$ cat src/rtl/hazard_controller.sv
// Load-use / forwarding / branch-flush controller for the 5-stage pipeline.
// Shadows the destinations of the instructions in EX and MEM next to the decode stage.
module hazard_controller #(
  parameter int unsigned REG_BITS     = 5,
  parameter int unsigned ZERO_REG     = 31,
  parameter int unsigned FLUSH_CYCLES = 1,
  parameter int unsigned CNT_WIDTH    = 16
) (
  input  logic                 clk,
  input  logic                 reset,
  input  logic                 id_valid,
  input  logic [REG_BITS-1:0]  id_rn,
  input  logic [REG_BITS-1:0]  id_rm,
  input  logic                 id_uses_rn,
  input  logic                 id_uses_rm,
  input  logic [REG_BITS-1:0]  id_rd,
  input  logic                 id_regwrite,
  input  logic                 id_memread,
  input  logic                 branch_taken,
  output logic                 stall,
  output logic                 flush,
  output logic                 fwd_a_ex,
  output logic                 fwd_b_ex,
  output logic                 fwd_a_mem,
  output logic                 fwd_b_mem,
  output logic                 ex_valid,
  output logic [CNT_WIDTH-1:0] stall_count,
  output logic [CNT_WIDTH-1:0] flush_count
);

  typedef struct packed {
    logic                valid;
    logic [REG_BITS-1:0] rd;
    logic                regwrite;
  } dst_t;

  // memread only matters while the instruction sits in EX, so the MEM slot drops it.
  typedef struct packed {
    dst_t dst;
    logic memread;
  } ex_slot_t;

  typedef enum logic {ST_RUN, ST_FLUSH} state_e;

  localparam logic [REG_BITS-1:0] ZERO_IDX   = REG_BITS'(ZERO_REG);
  localparam logic [2:0]          FLUSH_INIT = 3'(FLUSH_CYCLES - 1);

  ex_slot_t             ex_slot_q, ex_slot_d;
  dst_t                 mem_slot_q, mem_slot_d;
  state_e               state_q, state_d;
  logic [2:0]           fcnt_q, fcnt_d;
  logic                 fwd_a_ex_q, fwd_a_ex_d, fwd_b_ex_q, fwd_b_ex_d;
  logic                 fwd_a_mem_q, fwd_a_mem_d, fwd_b_mem_q, fwd_b_mem_d;
  logic [CNT_WIDTH-1:0] stall_cnt_q, stall_cnt_d, flush_cnt_q, flush_cnt_d;
  logic                 ma_ex, ma_mem, mb_ex, mb_mem, hz, bubble;

  function automatic logic writes(input dst_t s, input logic [REG_BITS-1:0] r);
    return s.valid & s.regwrite & (s.rd == r) & (s.rd != ZERO_IDX);
  endfunction

  always_comb begin
    // NOTE: every always_comb output gets a default first so no path can infer a latch.
    state_d     = state_q;
    fcnt_d      = fcnt_q;
    stall_cnt_d = stall_cnt_q;
    flush_cnt_d = flush_cnt_q;

    ma_ex  = id_uses_rn & writes(ex_slot_q.dst, id_rn);
    ma_mem = id_uses_rn & writes(mem_slot_q, id_rn);
    mb_ex  = id_uses_rm & writes(ex_slot_q.dst, id_rm);
    mb_mem = id_uses_rm & writes(mem_slot_q, id_rm);
    hz     = id_valid & ex_slot_q.memread & (ma_ex | mb_ex);

    flush  = !reset & ((state_q == ST_RUN && branch_taken) || state_q == ST_FLUSH);
    stall  = hz & !flush & !reset;
    bubble = stall | flush | !id_valid;

    case (state_q)
      ST_RUN: begin
        if (branch_taken && FLUSH_CYCLES > 1) begin
          state_d = ST_FLUSH;
          fcnt_d  = FLUSH_INIT;
        end
      end
      ST_FLUSH: begin
        fcnt_d = fcnt_q - 3'd1;
        if (fcnt_q == 3'd1) state_d = ST_RUN;
      end
      default: state_d = ST_RUN;
    endcase

    mem_slot_d = ex_slot_q.dst;
    if (bubble) begin
      ex_slot_d = '0;
    end else begin
      ex_slot_d.dst.valid    = 1'b1;
      ex_slot_d.dst.rd       = id_rd;
      ex_slot_d.dst.regwrite = id_regwrite;
      ex_slot_d.memread      = id_memread;
    end

    // EX/MEM result is newer than MEM/WB data, so it wins when both match.
    fwd_a_ex_d  = !bubble & ma_ex;
    fwd_b_ex_d  = !bubble & mb_ex;
    fwd_a_mem_d = !bubble & ma_mem & !ma_ex;
    fwd_b_mem_d = !bubble & mb_mem & !mb_ex;

    if (stall && !(&stall_cnt_q)) stall_cnt_d = stall_cnt_q + CNT_WIDTH'(1);
    if (flush && !(&flush_cnt_q)) flush_cnt_d = flush_cnt_q + CNT_WIDTH'(1);
  end

  always_ff @(posedge clk) begin
    // NOTE: non-blocking assignments only, so every flop samples pre-edge values.
    if (reset) begin
      ex_slot_q   <= '0;
      mem_slot_q  <= '0;
      state_q     <= ST_RUN;
      fcnt_q      <= '0;
      fwd_a_ex_q  <= 1'b0;
      fwd_b_ex_q  <= 1'b0;
      fwd_a_mem_q <= 1'b0;
      fwd_b_mem_q <= 1'b0;
      stall_cnt_q <= '0;
      flush_cnt_q <= '0;
    end else begin
      ex_slot_q   <= ex_slot_d;
      mem_slot_q  <= mem_slot_d;
      state_q     <= state_d;
      fcnt_q      <= fcnt_d;
      fwd_a_ex_q  <= fwd_a_ex_d;
      fwd_b_ex_q  <= fwd_b_ex_d;
      fwd_a_mem_q <= fwd_a_mem_d;
      fwd_b_mem_q <= fwd_b_mem_d;
      stall_cnt_q <= stall_cnt_d;
      flush_cnt_q <= flush_cnt_d;
    end
  end

  assign fwd_a_ex    = fwd_a_ex_q;
  assign fwd_b_ex    = fwd_b_ex_q;
  assign fwd_a_mem   = fwd_a_mem_q;
  assign fwd_b_mem   = fwd_b_mem_q;
  assign ex_valid    = ex_slot_q.dst.valid;
  assign stall_count = stall_cnt_q;
  assign flush_count = flush_cnt_q;

endmodule

$ cat config.mk
export PLATFORM = sky130hd
export DESIGN_NAME = hazard_controller
export DESIGN_NICKNAME = d
export VERILOG_FILES = /design/src/rtl/hazard_controller.sv
export SDC_FILE = /design/constraint.sdc
export NUM_CORES = 1
export LEC_CHECK = 0
export CAP_MARGIN = 5
export CORE_MARGIN = 3
export CORE_UTILIZATION = 48
export DETAILED_ROUTE_END_ITERATION = 12
export GPL_ROUTABILITY_DRIVEN = 0
export PLACE_DENSITY = 0.83
export REMOVE_ABC_BUFFERS = 1
export SLEW_MARGIN = 20
export SYNTH_ARGS = -nofsm -noshare
export SYNTH_HDL_FRONTEND = slang
export SYNTH_SLANG_ARGS = --single-unit
export TNS_END_PERCENT = 100
$ cat constraint.sdc
create_clock -name clk -period 2.3 [get_ports clk]
set_input_delay 0.46 -clock clk [delete_from_list [all_inputs] [get_ports clk]]
set_output_delay 0.46 -clock clk [all_outputs]
set_load 0.02 [all_outputs]
==> metrics, run 1 <==
status=complete, no violations; total gr overflow=0; Peak supply drop=314.2 uV; root buf cell=clkbuf_8; worst hold path cell count=1; DPL Wire Length=4.745 mm; Post-Syn Area=2580 um2; num rows=26; number of synthesized flops with an enable pin=0; routed len/inst=13.93 um; Critical Path Fanout Max=6; Hold WS=465.6 ps; endpoints failing setup=0; Final period util=96.08%; number of max-cap violations=0; port buffer count=61; synthesized instance count=287; total core area=5140 um2; final wirelength=6.240 mm; Ant. Diodes=0; Final nets=405; Chip Width=79.32 um; RSZ-0062 raised after global routing=false; layout overhead on the synthesized area=39.38%; die footprint=6291 um2; DP Area=3463 um2; Worst Setup End Kind=flip-flop; maximum clock frequency=452.5 MHz; I/O pin total=62; H-tree depth=2; post-route cell area=3596 um2; CTS buffer count=5; Commonest cells post-synth=dfxtp_1, nor2_1, xor2_1; count leader, synth=dfxtp_1; CTS tree=done; clk sinks=55; Slew @ Worst Pin=433.6 ps; violation count after the first detailed-route iteration=92; Yosys top cell by area=dfxtp_1; sequential fraction of the synthesis area=42.68%; Setup TNS Final=0 ps; Initial Util=50.19%; largest net degree at the start of global routing=47; HP Class=reg -> reg; relative slew slack=70.34%; DR vias=2411; max-slew violations=0; average via count per standard cell=5.382; Fill cells=430; Finished Layout Cells=448; Finished Core Util=69.96%; Pwr Density=454.9 nW/um2; Main synth FF type=dfxtp_1; Clock Path Buffers=2; Tot Pwr=1.636 mW; first-pass GRT wire length=10.69 mm; Multi-input gate area=1444 um2; final critical path time including I/O delays and setup=2210 ps; Hold Violations, Final=0; pre-CTS setup slack=-554.7 ps; critical path data arrival time=2450 ps; GR Util All Layers=21.10%; yosys warns=0; Seq. cell area=1101 um2; Placed Cells=439; leakage=1.385 nW; clock skew=6.225 ps; unique cell type count in the Yosys netlist=37; Mean Syn Cell Area=8.989 um2; vias in the first global route=2427; share of post-route cells with drive strength above 1=15.61%; Skew-Pair Late Insertion Delay=300 ps; die height=79.32 um; final setup margin=90.20 ps; Post-synth ARST share=0%; initial antenna violation count=0; Worst-path clk slew=90 ps; top cell type's share of synthesized area=42.68%; worst reg-to-reg path cell count=8; post-synthesis register bit count=55; Crit path required time=2540 ps; first-pass detailed-route iteration total=4; Post-DRT Antenna Nets=0; DRC viols=0; Crit Path Class=in -> reg; Area contributors post-synth=dfxtp_1, xor2_1, nor2_1, xnor2_1, nand3_1; startpoint types=input pin
metal layers:
metal  vias to the layer above  GRT usage [%]  routed length [um]
li1                       1187              -                   -
met1                      1138          24.05                2574
met2                        74          38.55                3221
met3                        12          4.762                 333
met4                         0          7.045                 110
met5                         -              0                   0
critical path, stage by stage:
cell and delay [ps]:
clkdlybuf4s50_1 500, nor4b_4 270, o211ai_4 140, nor2_2 120, o211ai_1 140, buf_4 190, or4_4 480, a21oi_2 140
cell usage in the layout, fill, tap and decap left out, drive strengths merged, types with 7 or more instances in the layout:
cell type,n
xnor2,10
a21oi,12
nand4,11
o21ai,9
and3,11
nand2,16
nor4,7
dfxtp,55
xor2,27
clkdlybuf4s50,49
nor2,30
buf,34
nor2b,11
and2,10
nand3,15
or4,7
what timing repair did:
action                     CTS  global route
gates cloned                 1             0
hold buffers                 0             0
hold endpoints to repair     0             0
buffers inserted             1             0
pin swaps                    7             7
setup endpoints to repair    8            25
gates resized for setup     14            11
power by group:
part / leakage, nW / internal (mW) / switching (mW)
clock network: 0.0470 / 0.237 / 0.293
registers: 0.444 / 0.961 / 0.00985
logic: 0.894 / 0.0757 / 0.0597
state kept, by name (all words and copies together) (netlist names):
name	count
flush_count	16
stall_count	16
ex_slot_q	7
fwd_a_mem	1
mem_slot_q	7
fwd_b_mem	1
fwd_a_ex	1
state_q	1
ex_valid	1
fcnt_q	3
fwd_b_ex	1
final cells by class:
| cell class | count | share of cell area (%) |
|---|---|---|
| inverter | 5 | 0.5219 |
| multi-input combinational | 217 | 40.15 |
| clock buffer | 6 | 2.296 |
| sequential | 55 | 30.62 |
| timing repair buffer | 94 | 23.83 |
| clock inverter | 1 | 0.1392 |
| tap | 70 | 2.436 |
cell families after synthesis:
kind of cell,synth area share (%)
and+or+nand+nor,29.39
DFF,42.68
xor gates and xnor gates,12.56
AOI/OAI and AO/OA,8.730
buffers and inverters,2.571
muxes,2.134
adders and majority gates,1.940
path summary, 6_finish.rpt:
kind	startpoint	endpoint	slack [ps]
worst max-delay path	id_valid	stall_count[14]	90
worst min-delay path	ex_slot_q[1]	mem_slot_q[0]	470
worst max register to register	ex_slot_q[4]	stall_count[14]	130
worst min register to register	ex_slot_q[1]	mem_slot_q[0]	470
(Power assumes the default switching activity.)
==> run 2, diff against run 1 <==
--- a/config.mk
+++ b/config.mk
@@ -6,11 +6,12 @@
 export NUM_CORES = 1
 export LEC_CHECK = 0
 export CAP_MARGIN = 5
-export CORE_MARGIN = 3
+export CORE_MARGIN = 2
 export CORE_UTILIZATION = 48
+export CTS_CLUSTER_DIAMETER = 200
 export DETAILED_ROUTE_END_ITERATION = 12
 export GPL_ROUTABILITY_DRIVEN = 0
-export PLACE_DENSITY = 0.83
+export PLACE_DENSITY = 0.77
 export REMOVE_ABC_BUFFERS = 1
 export SLEW_MARGIN = 20
 export SYNTH_ARGS = -nofsm -noshare
==> metrics, run 2 (synthesis results as in run 1) <==
status=complete, no violations (unchanged); first-pass detailed-route iteration total=4 (unchanged); critical path cell sequence=dlygate4sd2_1 -> xor2_1 -> nor4_1 -> and3_1 -> o21ai_2 -> nor2_2 -> buf_6 (was clkdlybuf4s50_1 -> nor4b_4 -> o211ai_4 -> nor2_2 -> o211ai_1 -> buf_4 -> or4_4 -> a21oi_2); num rows=26 (unchanged); Final period util=97.42% (was 96.08%); Hold Violations, Final=0 (unchanged); Fill cells=430 (unchanged); share of post-route cells with drive strength above 1=17.10% (was 15.61%); clock skew=8.928 ps (was 6.225 ps); CTS buffer count=5 (unchanged); Slew @ Worst Pin=531.3 ps (was 433.6 ps); Register-to-Register Setup Slack=70 ps (was 130 ps); most common cell after layout, fill and taps aside=dfxtp_1 (unchanged); critical path data arrival time=1780 ps (was 2450 ps); RSZ-0062 raised after global routing=true (was false); met1 Usage GRT=26.75% (was 24.05%); total core area=5140 um2 (unchanged); Hold-fix buffers, CTS=0 (unchanged); DR vias=2392 (was 2411); Final nets=412 (was 405); DP Area=3516 um2 (was 3463 um2); largest net degree at the start of global routing=47 (unchanged); Finished Layout Cells=456 (was 448); met2 Use GR=33.39% (was 38.55%); worst reg-to-reg path cell count=8 (unchanged); die footprint=5978 um2 (was 6291 um2); HP Class=reg -> reg (unchanged); Peak supply drop=302.4 uV (was 314.2 uV); Chip Width=77.32 um (was 79.32 um); Tot Pwr=1.620 mW (was 1.636 mW); final critical path time including I/O delays and setup=2241 ps (was 2210 ps); initial antenna violation count=0 (unchanged); FF-to-FF Start=ex_slot_q[6] (was ex_slot_q[4]); Placed Cells=446 (was 439); die height=77.32 um (was 79.32 um); clk sinks=55 (unchanged); Initial Util=50.19% (unchanged); Skew-Pair Late Insertion Delay=310 ps (was 300 ps); max-slew violations=0 (unchanged); Pwr Density=444.9 nW/um2 (was 454.9 nW/um2); Crit path largest cell delay=270 ps (was 500 ps); Critical Path Fanout Max=3 (was 6); GR Util All Layers=20.59% (was 21.10%); Crit Path Class=in -> out (was in -> reg); most frequent cells in the layout=dfxtp_1, clkdlybuf4s50_1, buf_4 (unchanged); leakage=1.408 nW (was 1.385 nW); startpoint types=input pin (unchanged); critical path startpoint=id_rn[3] (was id_valid); Hold WS=458.0 ps (was 465.6 ps); endpoints failing setup=0 (unchanged); Setup TNS Final=0 ps (unchanged); global routing's busiest layer=met2 (unchanged); Post-DRT Antenna Nets=0 (unchanged); vias in the first global route=2215 (was 2427); Worst-path clk slew=90 ps (about the same); final wirelength=5.906 mm (was 6.240 mm); Crit path required time=1840 ps (was 2540 ps); I/O pin total=62 (unchanged); DRC viols=0 (unchanged); violation count after the first detailed-route iteration=115 (was 92); relative slew slack=64.42% (was 70.34%); post-route cell area=3642 um2 (was 3596 um2); number of max-cap violations=0 (unchanged); Ant. Diodes=0 (unchanged); Finished Core Util=70.86% (was 69.96%); M3 GR Usage=4.118% (was 4.762%); maximum clock frequency=446.3 MHz (was 452.5 MHz); pre-CTS setup slack=-610.9 ps (was -554.7 ps); Clock Path Buffers=2 (unchanged); average via count per standard cell=5.246 (was 5.382); routed len/inst=12.95 um (was 13.93 um); port buffer count=61 (unchanged); Worst R2R End=stall_count[4] (was stall_count[14]); worst setup path endpoint=stall (was stall_count[14]); DPL Wire Length=4.382 mm (was 4.745 mm); slowest CP cell=nor4_1 (was clkdlybuf4s50_1); Worst Setup End Kind=output port (was flip-flop); H-tree depth=2 (unchanged); layout overhead on the synthesized area=41.17% (was 39.38%); total gr overflow=0 (unchanged); root buf cell=clkbuf_8 (unchanged); final setup margin=59.38 ps (was 90.20 ps); first-pass GRT wire length=9.915 mm (was 10.69 mm); CTS tree=done (unchanged)
==> run 2: how the worst min path moves through the flow <==
stage,from,endpoint,depth (start not counted)
floorplan,ex_slot_q[1],mem_slot_q[0],1
global placement,ex_slot_q[1],mem_slot_q[0],1
finish,ex_slot_q[1],mem_slot_q[0],1
global route,ex_slot_q[1],mem_slot_q[0],1
detailed placement,ex_slot_q[1],mem_slot_q[0],1
CTS,ex_slot_q[1],mem_slot_q[0],1
==> run 2: worst max-delay path, delay by kind of cell <==
| kind | cells | cell delay (ps) |
|---|---|---|
| AOI/OAI and AO/OA | 1 | 80 |
| and+or+nand+nor | 3 | 670 |
| xor gates and xnor gates | 1 | 180 |
| buffers and inverters | 2 | 380 |
==> run 2: where the power goes <==
group	internal, mW	switching [mW]
Clock	0.214	0.306
Sequential	0.960	0.00927
Combinational	0.0744	0.0565
==> run 2: repair_timing <==
action | CTS | global route
pin swaps | 7 | 15
buffers inserted | 1 | 0
resized for setup | 14 | 18
endpoints found under the setup margin | 6 | 16
cloned | 1 | 0
==> run 2: cell type report <==
| cell class | instances | area [um2] | share of cell area [%] |
|---|---|---|---|
| inverter | 5 | 18.77 | 0.5153 |
| timing repair buffer | 101 | 910.9 | 25.01 |
| multi-input combinational | 217 | 1434 | 39.37 |
| clock inverter | 2 | 12.51 | 0.3435 |
| sequential | 55 | 1106 | 30.37 |
| tap | 70 | 87.58 | 2.405 |
| clock buffer | 6 | 72.57 | 1.992 |
==> run 2: metal layers <==
metal / vias up / part of all wire [%]
met4: 0 / 1.6
met3: 8 / 4.1
li1: 1209 / -
met5: - / 0
met2: 63 / 48
met1: 1112 / 47
